===== src/rtl/state_dump_unit.sv =====
// Halts the CPU and streams PC, registers and data memory over a valid/ready port.
// Define DUMP_CHECKSUM_EN to append a modulo-2^32 sum of all emitted words as a final beat.
module state_dump_unit #(
  parameter int unsigned MEM_WORDS = 32,
  parameter int unsigned REG_COUNT = 32
) (
  input  logic        clk_i,
  input  logic        rst_i,
  input  logic        start_i,
  input  logic [31:0] pc_i,
  output logic [4:0]  reg_addr_o,
  input  logic [31:0] reg_data_i,
  output logic [31:0] mem_addr_o,
  input  logic [31:0] mem_data_i,
  output logic        halt_o,
  output logic        busy_o,
  output logic [31:0] dout_o,
  output logic [9:0]  dout_tag_o,
  output logic        dout_valid_o,
  input  logic        dout_ready_i,
  output logic        done_o
);

`ifdef DUMP_CHECKSUM_EN
  typedef enum logic [2:0] {IDLE, S_PC, S_REG, S_MEM, S_CSUM, S_FIN} state_e;
`else
  typedef enum logic [2:0] {IDLE, S_PC, S_REG, S_MEM, S_FIN} state_e;
`endif

  localparam logic [7:0] REG_LAST = 8'(REG_COUNT - 1);
  localparam logic [7:0] MEM_LAST = 8'(MEM_WORDS - 1);

  state_e      state_q, state_d;
  logic [7:0]  idx_q, idx_d;
  logic [31:0] dout_q, dout_d;
  logic [9:0]  tag_q, tag_d;
  logic        valid_q, valid_d;
  logic        busy_q, busy_d;
  logic        done_q, done_d;
`ifdef DUMP_CHECKSUM_EN
  logic [31:0] sum_q, sum_d;
`endif

  logic        load;
  logic        emit;
  logic [31:0] emit_data;
  logic [9:0]  emit_tag;

  always_ff @(posedge clk_i or posedge rst_i) begin
    if (rst_i) begin
      state_q <= IDLE;
      idx_q   <= '0;
      dout_q  <= '0;
      tag_q   <= '0;
      valid_q <= 1'b0;
      busy_q  <= 1'b0;
      done_q  <= 1'b0;
`ifdef DUMP_CHECKSUM_EN
      sum_q   <= '0;
`endif
    end else begin
      state_q <= state_d;
      idx_q   <= idx_d;
      dout_q  <= dout_d;
      tag_q   <= tag_d;
      valid_q <= valid_d;
      busy_q  <= busy_d;
      done_q  <= done_d;
`ifdef DUMP_CHECKSUM_EN
      sum_q   <= sum_d;
`endif
    end
  end

  // Word presented by the current state; only captured when the output slot is free.
  always_comb begin
    emit      = 1'b0;
    emit_data = '0;
    emit_tag  = '0;
    case (state_q)
      S_PC: begin
        emit      = 1'b1;
        emit_data = pc_i;
        emit_tag  = {2'd0, 8'd0};
      end
      S_REG: begin
        emit      = 1'b1;
        emit_data = reg_data_i;
        emit_tag  = {2'd1, idx_q};
      end
      S_MEM: begin
        emit      = 1'b1;
        emit_data = mem_data_i;
        emit_tag  = {2'd2, idx_q};
      end
`ifdef DUMP_CHECKSUM_EN
      S_CSUM: begin
        emit      = 1'b1;
        emit_data = sum_q;
        emit_tag  = {2'd3, 8'd0};
      end
`endif
      default: ;
    endcase
  end

  always_comb begin
    state_d = state_q;
    idx_d   = idx_q;
    dout_d  = dout_q;
    tag_d   = tag_q;
    valid_d = valid_q;
    busy_d  = busy_q;
    done_d  = 1'b0;
`ifdef DUMP_CHECKSUM_EN
    sum_d   = sum_q;
`endif
    load = !valid_q || dout_ready_i;

    if (state_q == IDLE) begin
      if (start_i) begin
        state_d = S_PC;
        idx_d   = '0;
        busy_d  = 1'b1;
`ifdef DUMP_CHECKSUM_EN
        sum_d   = '0;
`endif
      end
    end else if (emit && load) begin
      dout_d  = emit_data;
      tag_d   = emit_tag;
      valid_d = 1'b1;
`ifdef DUMP_CHECKSUM_EN
      sum_d   = sum_q + emit_data;
`endif
      case (state_q)
        S_PC: begin
          state_d = S_REG;
          idx_d   = '0;
        end
        S_REG: begin
          if (idx_q == REG_LAST) begin
            state_d = S_MEM;
            idx_d   = '0;
          end else begin
            idx_d = idx_q + 8'd1;
          end
        end
        S_MEM: begin
          if (idx_q == MEM_LAST) begin
`ifdef DUMP_CHECKSUM_EN
            state_d = S_CSUM;
`else
            state_d = S_FIN;
`endif
            idx_d   = '0;
          end else begin
            idx_d = idx_q + 8'd1;
          end
        end
        default: begin
          state_d = S_FIN;
          idx_d   = '0;
        end
      endcase
    end else if (state_q == S_FIN && load) begin
      // Final beat has been accepted: release the core and pulse done.
      state_d = IDLE;
      idx_d   = '0;
      valid_d = 1'b0;
      busy_d  = 1'b0;
      done_d  = 1'b1;
    end
  end

  assign reg_addr_o   = (state_q == S_REG) ? idx_q[4:0] : '0;
  assign mem_addr_o   = (state_q == S_MEM) ? {22'd0, idx_q, 2'b00} : '0;
  assign halt_o       = busy_q;
  assign busy_o       = busy_q;
  assign dout_o       = dout_q;
  assign dout_tag_o   = tag_q;
  assign dout_valid_o = valid_q;
  assign done_o       = done_q;

endmodule


===== config.mk =====
export PLATFORM = sky130hd
export DESIGN_NAME = state_dump_unit
export DESIGN_NICKNAME = d
export VERILOG_FILES = /design/src/rtl/state_dump_unit.sv
export SDC_FILE = /design/constraint.sdc
export NUM_CORES = 1
export LEC_CHECK = 0
export CAP_MARGIN = 20
export CORE_ASPECT_RATIO = 1.1
export CORE_UTILIZATION = 40
export DETAILED_ROUTE_END_ITERATION = 6
export DONT_BUFFER_PORTS = 1
export GPL_TIMING_DRIVEN = 0
export PLACE_DENSITY = 0.66
export SETUP_SLACK_MARGIN = 0.5
export SYNTH_ARGS = -nofsm -noshare
export SYNTH_HDL_FRONTEND = slang
export SYNTH_SLANG_ARGS = --single-unit

===== constraint.sdc =====
create_clock -name clk_i -period 2.4 [get_ports clk_i]
set_input_delay 0.48 -clock clk_i [delete_from_list [all_inputs] [get_ports clk_i]]
set_output_delay 0.48 -clock clk_i [all_outputs]
set_load 0.1 [all_outputs]

== Word level (Yosys, flattened, before mapping) ==
Index checks and enable logic that the tools add are counted.
Widths: inputs -> output; s select.

* Output and inout bits: 83
* Register bits: 56
* Latch bits: 0
* ROM bits: 0
* Memories kept: 0
* Logic and storage cells: 59
* Input bits: 100
* Memory bits (writable): 0

* Div/mod/pow operators: 0
* Order comparisons: 0
* Bitwise logic cells: 1
* Eq/ne operators: 9
* Reduce and logical (&&, ||, !) cells: 15
* Multiply operators: 0
* Add/sub/neg operators: 1
* Muxes and demuxes: 26
* Shifts and indexed selects: 0

{| class="wikitable"
|+ Operator list
! operator !! count
|-
| $pmux 32 s3 || 1
|-
| $mux 8 || 6
|-
| $pmux 10 s2 || 1
|-
| $mux 3 || 6
|-
| $mux 10 || 1
|-
| $mux 1 || 9
|-
| $pmux 3 s3 || 1
|-
| $add 8x1->8 const B || 1
|-
| $eq 8x5->1 const B || 1
|-
| $ne 4x4->1 const B || 2
|-
| $eq 3x2->1 const B || 2
|-
| $reduce_and 2->1 || 3
|-
| $mux 5 || 1
|-
| $ne 2x2->1 const B || 2
|-
| $reduce_and 4->1 || 1
|-
| $reduce_bool 2->1 || 2
|-
| $eq 3x1->1 const B || 1
|-
| $eq 3x3->1 const B || 1
|-
| $logic_not 3->1 || 1
|-
| $reduce_and 3->1 || 1
|-
| $reduce_bool 3->1 || 1
|-
| $reduce_or 3->1 || 1
|-
| $logic_and 1x1->1 || 2
|-
| $reduce_or 2->1 || 1
|-
| other kinds (3) || 3
|}

== Depth between registers and ports, before layout ==
Gate-level depths: netlist (run 1).

* Depth in word-level cells: 6
* Depth in mapped cells: 6
* Depth with buffers taken out: 5

== Worst setup path before layout (run 1) ==
Ideal clock, no wire load.

* Kind: reg2out
* Start point: register state_q[2]
* End point: output port reg_addr_o[0]
* Path buffers: 1
* Stages on the path, launching flop included: 5
* Data arrival time: 1669 ps
* Data required time: 1920 ps
* Setup slack: 251 ps
* Path through: dfrtp_1 -> buf_2 -> nand2b_1 -> nor2_1 -> and2_1

* Word-level cells in the longest chain between the ends: 2

{| class="wikitable"
|+ Ends and longest elaborated chain
! what !! line !! source
|-
| start: declaration || 33 || <nowiki>state_e state_q, state_d;</nowiki>
|-
| start signal: assignment || 62 || <nowiki>state_q <= state_d;</nowiki>
|-
| $eq 3x2->1 || 176 || <nowiki>assign reg_addr_o = (state_q == S_REG) ? idx_q[4:0] : '0;</nowiki>
|-
| $mux 5 || 176 ||
|-
| end: declaration || 11 || <nowiki>output logic [4:0] reg_addr_o,</nowiki>
|}

No other way between the ends.

== Worst setup path after layout (run 1) ==
* Start point: register state_q[2]
* End point: output port reg_addr_o[4]

Same word-level chain as after synthesis.

==> impl_results.md, run 1 <==
- Post-synthesis register bit count: 56
- CP Capture Type: output port
- Antenna violations before repair: 1
- Synth Flop Type: dfrtp_1
- Row cnt: 33
- Worst-margin pin slew: 926 ps
- Part of the power in the clock network: around 8%
- Switching power: 3.62 mW
- Max FO, Critical Path: 5
- Max-cap viol count: 0
- Synth area leader: dfrtp_1
- Layout cells sized above 1: 39.3%
- Fill count: ~720
- RSZ-0062 raised after global routing: true
- Drt drc: 0
- Antenna Nets Post-Route: 0
- Final WL: approximately 8700 um
- Initial Utilization: 41.9%
- Total CTS buffers: 5
- Layout Utilization: about 52%
- Grt met2 use: between 30 and 40%
- WL/cell: between 15 and 20 um
- Fraction of registers with async set/reset: between 90% and 100%
- Comb pwr share: 40.3%
- Io pins: between 150 and 200
- GRT overflow: 0
- Max-slew violation count: 0
- Worst-Skew Late Latency: approximately 300 ps
- Gr usage total: between 10% and 20%
- Fmax: 507 MHz
- Core area: roughly 7600 um^2
- Final-report hold violation count: 0
- Vias: about 2600
- Busiest grt layer: met2
- Chip height: 95.3 um
- Status: complete, no violations
- Setup Viol. Count Final: 0
- Mapped Area: between 3000 and 4000 um^2
- CTS Buffer Depth: 2
- Sink Count: between 50 and 60
- Place WS: -14.3 ps
- Post-synthesis sequential area ratio: ~44%
- Post-synth top area share: 44.2%
- Setup ws final: about 430 ps
- Placed Instances: roughly 450
- Sequential Power Share: between 50% and 60%
- Final nets: 470
- PortBufs: 0
- Power per Cell Area: 1570 nW/um^2
- Die area: roughly 8300 um^2
- Type of origin of the critical path: flop
- Tmin final: slightly below 2000 ps
- Req. time, crit path: 1920 ps
- CTS tree: yes
- Crit Path Category: flop to output port
- Multi-input gate area: around 1700 um^2
- Post-Synthesis Cells: between 300 and 400
- Pin count of the biggest net entering global routing: 31
- Worst Clk Skew: around 9.6 ps
- Synth area leaders: dfrtp_1 44%, mux2_2 10%, a22oi_1 7.6%
- Hpwl dp: 6320 um
- Setup TNS: 0 ps
- GRT met3 Usage: approximately 4.6%
- Worst vdd ir: 0.000522 V
- Synthesis-to-layout area growth: 24.2%
- Syn_area_per_cell: between 9 and 10 um^2
- Root Buffer: clkbuf_8
- DR iter-0 viols: 97
- Sw Ratio: 58.6%
- First-pass GRT wire length: between 10000 and 15000 um
- Leak pwr: roughly 1.8 nW
- Number of distinct library cells after synthesis: 40
- R2R setup slack: between 400 and 500 ps
- EDFF count, synth: 0
- N_diodes: 0
- Most frequent cells in the layout: 48 x buf_4, 48 x dfrtp_1, 33 x nand2_1, 28 x mux2_2, 27 x a22oi_1
- Slew margin rel.: between 30% and 40%
- Vias in the first global route: between 2000 and 2500
- Synth warn: 0
- HP Class: primary input to asynchronous set/reset pin
- RePlAce Congestion: 0.824
- H-tree levels: 2
- Int Power: ~2.6 mW
- Vias/cell: 5.41
- DR pass1 iterations: 4
- Final period utilization: roughly 82%
- Grt met1 use: around a quarter
- Die width: between 80 and 90 um
- Non-filler cells, final: 474
- Worst-path clk slew: approximately 100 ps
- CP Data Arrival Time: 1490 ps
- Reg area: 1420 um^2
power by group through the flow:
stage / clock network, mW / logic [mW] / registers [mW]
detailed placement: 0 / 1.88 / 3.20
finish: 0.499 / 2.49 / 3.19
global route: 0.552 / 2.72 / 3.23
floorplan: 0 / 1.53 / 3.12
global placement: 0 / 1.83 / 3.19
CTS: 0.516 / 2.13 / 3.19
synthesized netlist by cell type, types with 2 or more instances:
master     n
a211oi_1   2
a21o_1     2
a21oi_1    6
a22o_1     9
a22oi_1   32
and2_1     4
and3_1     9
buf_2     12
buf_4     26
buf_6      2
clkbuf_1  10
dfrtp_1   56
inv_1      2
mux2_2    28
mux2_4     3
mux2i_1    4
nand2_1   33
nand2b_1   2
nand3_1    4
nor2_1     5
nor2b_1    3
nor3_1     2
o21ai_0   42
or3_1      4
area by class of cell:
cell class	count	share of cell area [%]
Sequential cell	56	36.0
Clock inverter	1	0.127
Multi-Input combinational cell	233	42.0
Tap cell	105	3.34
Buffer	50	10.8
Clock buffer	6	1.84
Inverter	2	0.191
Timing Repair Buffer	21	5.66
metal layers:
layer / vias to the layer above / share of wire [%]
met4: 0 / 1.5
met5: - / 0
li1: 1200 / -
met1: 1233 / 40
met3: 11 / 6.7
met2: 121 / 52
path summary, 6_finish.rpt:
kind | cells past startpoint | startpoint | to
setup / recovery | 4 | state_q[2] | reg_addr_o[4]
hold / removal | 1 | rst_i | dout_o[19]
setup reg to reg | 7 | state_q[0] | idx_q[7]
hold reg to reg | 1 | idx_q[6] | idx_q[6]
max in group asynchronous | 2 | rst_i | state_q[1]
min in group clk_i | 1 | dout_ready_i | dout_valid_o
worst max-delay path, cell delays in order (launching register included):
cell,delay [ps]
dfrtp_1,430
buf_6,130
nand2b_4,140
nor2_4,130
and2_4,350
state kept, by name, indices dropped and copies added (netlist names):
signal        count
dout_valid_o      1
state_q           3
dout_o           32
busy_o            1
done_o            1
idx_q             8
dout_tag_o       10
metrics by stage:
step	power (mW)	cell area [um^2]	hold WS, ps
3_3_place_gp	5.03	3400	559
6_report	6.18	3940	117
3_5_place_dp	5.08	3420	464
4_1_cts	5.84	3700	128
5_1_grt	6.50	3940	143
2_1_floorplan	4.65	3270	499
cell families (layout without fill, tap and decap cells):
group	Yosys count	after routing	share of synthesized area (%)
mux	35	35	12.6
compound gates	97	97	19.8
other cells	1	24	0.118
buf+inv	52	80	10.2
flops	56	56	44.2
fa+ha+maj	1	1	0.395
simple gates	76	76	12.6
what timing repair did:
action | 4_1_cts | 5_1_grt
resized for setup | 48 | 57
buffers inserted | 9 | 7
cloned | 0 | 4
setup endpoints to repair | 58 | 52
pin swaps | 8 | 5
hold buffers | 0 | 0
endpoints found under the hold margin | 0 | 0
(Power assumes the default switching activity.)
==> run 2, diff against run 1 <==
- PLACE_DENSITY: 0.66 -> 0.68
- clock period: 2.4 -> 1.7 ns (I/O delays scaled with it)
==> run 2 against run 1 <==
  * Register-to-register slack got worse by 700 ps
  * Wire length increased by 11%
  * Sequential cell count unchanged
  * The flow now finishes with violations (setup timing)
  * Utilization increased by 6.5 points
  * Via count increased by 6.0%
  * Global-route usage increased by 1.3 points
  * Largest power group unchanged
  * Critical path depth increased by 1
  * Largest cell class unchanged
  * Die area unchanged
  * Hold slack improved by 1.1 ps
  * Clock skew increased by 4.7 ps
==> impl_results.md, run 2 (synthesis gave the netlist of run 1 again) <==
- RSZ-0062 raised after global routing: true
- WL/cell: roughly 20 um
- Final-report hold violation count: 0
- Violated checks: setup timing
- Die width: 86.9 um
- Status: complete, but fails checks
- Power per Cell Area: between 2000 and 2500 nW/um^2
- HP Class: primary input to flop
- Io pins: between 150 and 200
- Gr usage total: 21.3%
- Final period utilization: 112%
- Final Cell Area: approximately 4400 um^2
- Vias: 2718
- Setup ws final: -209 ps
- Total CTS buffers: 5
- Worst vdd ir: approximately 0.00097 V
- Fill count: ~640
- DR pass1 iterations: 4
- Most common cell after layout, fill and taps aside: buf_4
- Type of origin of the critical path: flop
- Family with the most delay on the worst path: simple AND/OR/NAND/NOR gates
- Worst-path clk slew: between 100 and 150 ps
- Critical path cell sequence: or4b_4 -> o211ai_2 -> nor2b_4 -> buf_6 -> mux2_4
- Pin count of the biggest net entering global routing: 33
- Final WL: 9740 um
- First-pass GRT wire length: 13400 um
- PortBufs: 0
- Most frequent cells in the layout: 46 x buf_4, 45 x dfrtp_4, 31 x a22oi_1, 30 x nand2_1, 28 x mux2_2
- CTS Buffer Depth: 2
- WP buf/inv: 1
- Setup Viol. Count Final: 63
- Layout cells sized above 1: around 57%
- Core area: 7560 um^2
- Crit Path Category: flop to flop
- Leak pwr: ~1.9 nW
- CP Data Arrival Time: 2110 ps
- Worst-margin pin slew: 600 ps
- Root Buffer: clkbuf_8
- Drt drc: 0
- Sink Count: 56
- Vias/cell: ~5.5
- Worst Clk Skew: about 14 ps
- Req. time, crit path: roughly 1900 ps
- Tmin final: around 1900 ps
- N_diodes: 0
- Row cnt: 33
- Placed Area: about 3600 um^2
- Slew margin rel.: between 50% and 60%
- Die area: approximately 8300 um^2
- CTS tree: yes
- RePlAce Congestion: roughly 0.84
- Slowest cell on the critical path: or4b_4
- Critical Path Max Stage Delay: between 500 and 600 ps
- CP Capture Type: flop
- Chip height: about 95 um
- H-tree levels: 2
- Final nets: 485
- Max-slew violation count: 0
- Antenna Nets Post-Route: 0
- GRT overflow: 0
- Vias in the first global route: 2657
- Antenna violations before repair: 0
- Max-cap viol count: 0
- Synthesis-to-layout area growth: 39.7%
- Worst-Skew Late Latency: 320 ps
- Hpwl dp: ~6300 um
- DR iter-0 viols: approximately 110
- Total power: between 9 and 10 mW
- Initial Utilization: around two fifths
- Fmax: 524 MHz
- Max FO, Critical Path: 4
- Max reg flops: 32
==> run 2: cell types whose count changed in the layout (fill, tap and decap cells not counted), sizes merged <==
cell,delta
buf,+12
clkinvlp,+2
bufinv,+1
clkbuf,+1
clkinv,-1
dlygate4sd3,+1
==> run 2: final timing paths <==
| kind | from | end | slack [ps] | cells after the start |
|---|---|---|---|---|
| worst max-delay path | idx_q[7] | state_q[1] | -210 | 5 |
| worst min-delay path | dout_ready_i | dout_valid_o | 120 | 1 |
| worst max register to register | idx_q[7] | state_q[1] | -210 | 5 |
| worst min register to register | idx_q[0] | dout_tag_o[0] | 640 | 1 |
| max in group asynchronous | rst_i | dout_o[11] | 630 | 3 |
| min in group asynchronous | rst_i | dout_tag_o[0] | 570 | 2 |
==> run 2: what timing repair did <==
action | 4_1_cts | 5_1_grt
endpoints found under the setup margin | 114 | 145
pin swaps | 6 | 20
gates cloned | 2 | 2
hold buffers | 1 | 0
gates resized for setup | 84 | 54
endpoints found under the hold margin | 24 | 0
buffers inserted | 16 | 14
==> run 2: layout make-up <==
type	instances	area [um^2]	area share (%)
multi-input cells	233	1740	39.3
plain buffers	50	500	11.3
well taps	105	131	2.97
repair inverters	1	5.00	0.113
clock inverters	2	38.8	0.876
flip-flops and latches	56	1580	35.7
clock buffers	6	72.6	1.64
repair buffers	35	348	7.86
inverters	2	11.3	0.254
==> run 2: per-layer routing <==
layer  track usage (%)  up-vias  part of all wire (%)
li1                  -     1232                     -
met1              23.7     1332                    38
met2              39.3      137                    54
met3              4.59       17                   6.6
met4              8.47        0                   2.3
met5                 0        -                     0
==> run 2: report_power, final <==
part / internal, mW / leakage [nW] / total (mW) / switching, mW
clock: 0.447 / 0.0558 / 0.914 / 0.467
combinational: 1.97 / 1.15 / 4.08 / 2.11
sequential: 1.94 / 0.654 / 4.78 / 2.84
==> run 2: per-stage QoR <==
stage          util [%]  hold WS (ps)  instances  TNS, ps  setup slack (ps)
6_report           58.6           118        490    -7150              -209
5_1_grt            58.6           123        490    -9770              -266
4_1_cts            54.7           114        474    -5980              -166
3_5_place_dp       47.7           305        447    -6430              -207
3_3_place_gp       47.4           446        446    -5680              -152
2_1_floorplan         -           419        341    -1100             -75.5
==> run 3, diff against run 2 <==
- MAX_ROUTING_LAYER: unset -> met4
==> run 3 against run 2 <==
  * The run still ends with setup timing left
  * First-iteration DRC count down 3.8%
  * Sequential power about the same
  * Hold slack better by 3.4 ps
  * Utilization unchanged
  * Non-clock buffer count unchanged
  * Global-route usage up 0.65 points
  * Clock power down 0.7%
  * Wire length up 0.20%
  * Maximum frequency down 0.53%
  * Sequential share of layout area unchanged
==> impl_results.md, run 3 (synthesis gave the netlist of run 1 again) <==
- Status: complete, but fails checks
- Violated checks: setup timing
- Hold Startpoint: dout_ready_i
- Final period utilization: 113%
- Initial Utilization: 41.9%
- Reg2reg start: idx_q[7]
- Antenna violations before repair: 0
- Core area: about 7600 um^2
- CP Data Arrival Time: approximately 2100 ps
- WL/cell: approximately 20 um
- Max FO, Critical Path: 4
- Worst Clk Skew: approximately 14 ps
- PortBufs: 0
- Setup ws final: -219 ps
- Die width: roughly 87 um
- Worst-path clk slew: approximately 110 ps
- R2R setup slack: -220 ps
- Vias: roughly 2700
- Int Power: 4.36 mW
- Tmin final: 1920 ps
- Io pins: ~180
- Chip height: 95.3 um
- Die area: around 8300 um^2
- Setup TNS: -7180 ps
- Row cnt: 33
- Power per Cell Area: roughly 2200 nW/um^2
- Leak pwr: ~1.9 nW
- Crit Path Category: flop to flop
- Pin count of the biggest net entering global routing: 33
- RePlAce Congestion: approximately 0.85
- Worst R2R End: state_q[1]
- Final nets: ~490
- CTS tree: yes
- GRT overflow: 0
- RSZ-0062 raised after global routing: true
- Worst Hold Depth: 1
- Part of the power in the clock network: approximately a tenth
- Slowest cell on the critical path: or4b_4
- Max-cap viol count: 0
- Gr usage total: between 20% and 30%
- Max reg flops: 32
- HP Class: primary input to flop
- Setup Viol. Count Final: between 60 and 70
- Switching power: around 5.4 mW
- Place WS: -207 ps
- DR pass1 iterations: 4
- Critical Path Max Stage Delay: between 500 and 600 ps
- Layout Utilization: between 50% and 60%
- R2r worst-path depth: 5
- Antenna Nets Post-Route: 0
- Slew margin rel.: about three fifths
- Worst vdd ir: 0.000972 V
- DR iter-0 viols: approximately 100
- Vias in the first global route: 2650
- Worst-margin pin slew: approximately 620 ps
- Vias/cell: around 5.6
- N_diodes: 0
- Sequential Power Share: between 40% and 50%
- Root Buffer: clkbuf_8
- Final WL: 9750 um
- Sink Count: 56
- Most common cell after layout, fill and taps aside: buf_4
- Most frequent cells in the layout: 46 x buf_4, 45 x dfrtp_4, 31 x a22oi_1, 30 x nand2_1, 28 x mux2_2
- Type of origin of the critical path: flop
- Comb pwr share: about two fifths
- Family with the most delay on the worst path: simple AND/OR/NAND/NOR gates
- WP buf/inv: 1
- Synthesis-to-layout area growth: 39.7%
- Max-slew violation count: 0
- Fmax: ~520 MHz
- Sw Ratio: between 50% and 60%
- Hpwl dp: around 6300 um
- CP Capture Type: flop
- Drt drc: 0
- First-pass GRT wire length: ~13000 um
- WHS Endpoint: dout_valid_o
- Layout cells sized above 1: 57.4%
- H-tree levels: 2
- Critical path cell sequence: or4b_4 -> o211ai_2 -> nor2b_4 -> buf_6 -> mux2_4
- Req. time, crit path: between 1500 and 2000 ps
- Final-report hold violation count: 0
- Worst hold slack: around 120 ps
- Worst-Skew Late Latency: between 300 and 400 ps
- Total CTS buffers: 5
- CTS Buffer Depth: 2
run 3: layout make-up:
type	instances	area, um^2
inverter	2	11.3
buffer	50	500
timing repair inverter	1	5.00
sequential	56	1580
tap	105	131
fill	643	3130
timing repair buffer	35	348
multi-input combinational	233	1740
clock inverter	2	38.8
clock buffer	6	72.6
run 3: stage by stage:
stage	std cells	total power, mW	cell area, um^2
2_1_floorplan	341	6.87	3450
3_3_place_gp	446	7.41	3580
3_5_place_dp	447	7.49	3600
4_1_cts	474	9.18	4140
5_1_grt	490	10.2	4430
6_report	490	9.78	4430
run 3: repair_timing:
action / 4_1_cts / 5_1_grt
endpoints found under the hold margin: 24 / 0
endpoints found under the setup margin: 114 / 145
pin swaps: 6 / 20
cloned: 2 / 2
setup buffers: 16 / 14
hold buffers: 1 / 0
gates resized for setup: 84 / 54
run 3: worst max-delay path by stage:
stage	from	to	slack [ps]	cells after the start
floorplan	dout_valid_o	dout_o[17]	-80	6
global placement	dout_valid_o	dout_o[26]	-150	6
detailed placement	dout_valid_o	dout_o[31]	-210	5
CTS	state_q[0]	reg_addr_o[2]	-170	4
global route	idx_q[7]	state_q[1]	-270	5
finish	idx_q[7]	state_q[1]	-220	5
run 3: routing by layer:
metal / global-route usage, % / up-vias / part of all wire, %
met4: 8.47 / 0 / 2.3
met1: 23.8 / 1333 / 38
met3: 4.68 / 16 / 7.0
li1: - / 1231 / -
met2: 39.2 / 150 / 53
met5: - / - / 0
run 3: power by group through the flow:
| stage | sequential [mW] | combinational [mW] | clock [mW] |
|---|---|---|---|
| 3_3_place_gp | 4.59 | 2.82 | 0 |
| 2_1_floorplan | 4.49 | 2.38 | 0 |
| 4_1_cts | 4.77 | 3.48 | 0.930 |
| 3_5_place_dp | 4.60 | 2.89 | 0 |
| 5_1_grt | 4.83 | 4.40 | 0.969 |
| 6_report | 4.78 | 4.09 | 0.908 |
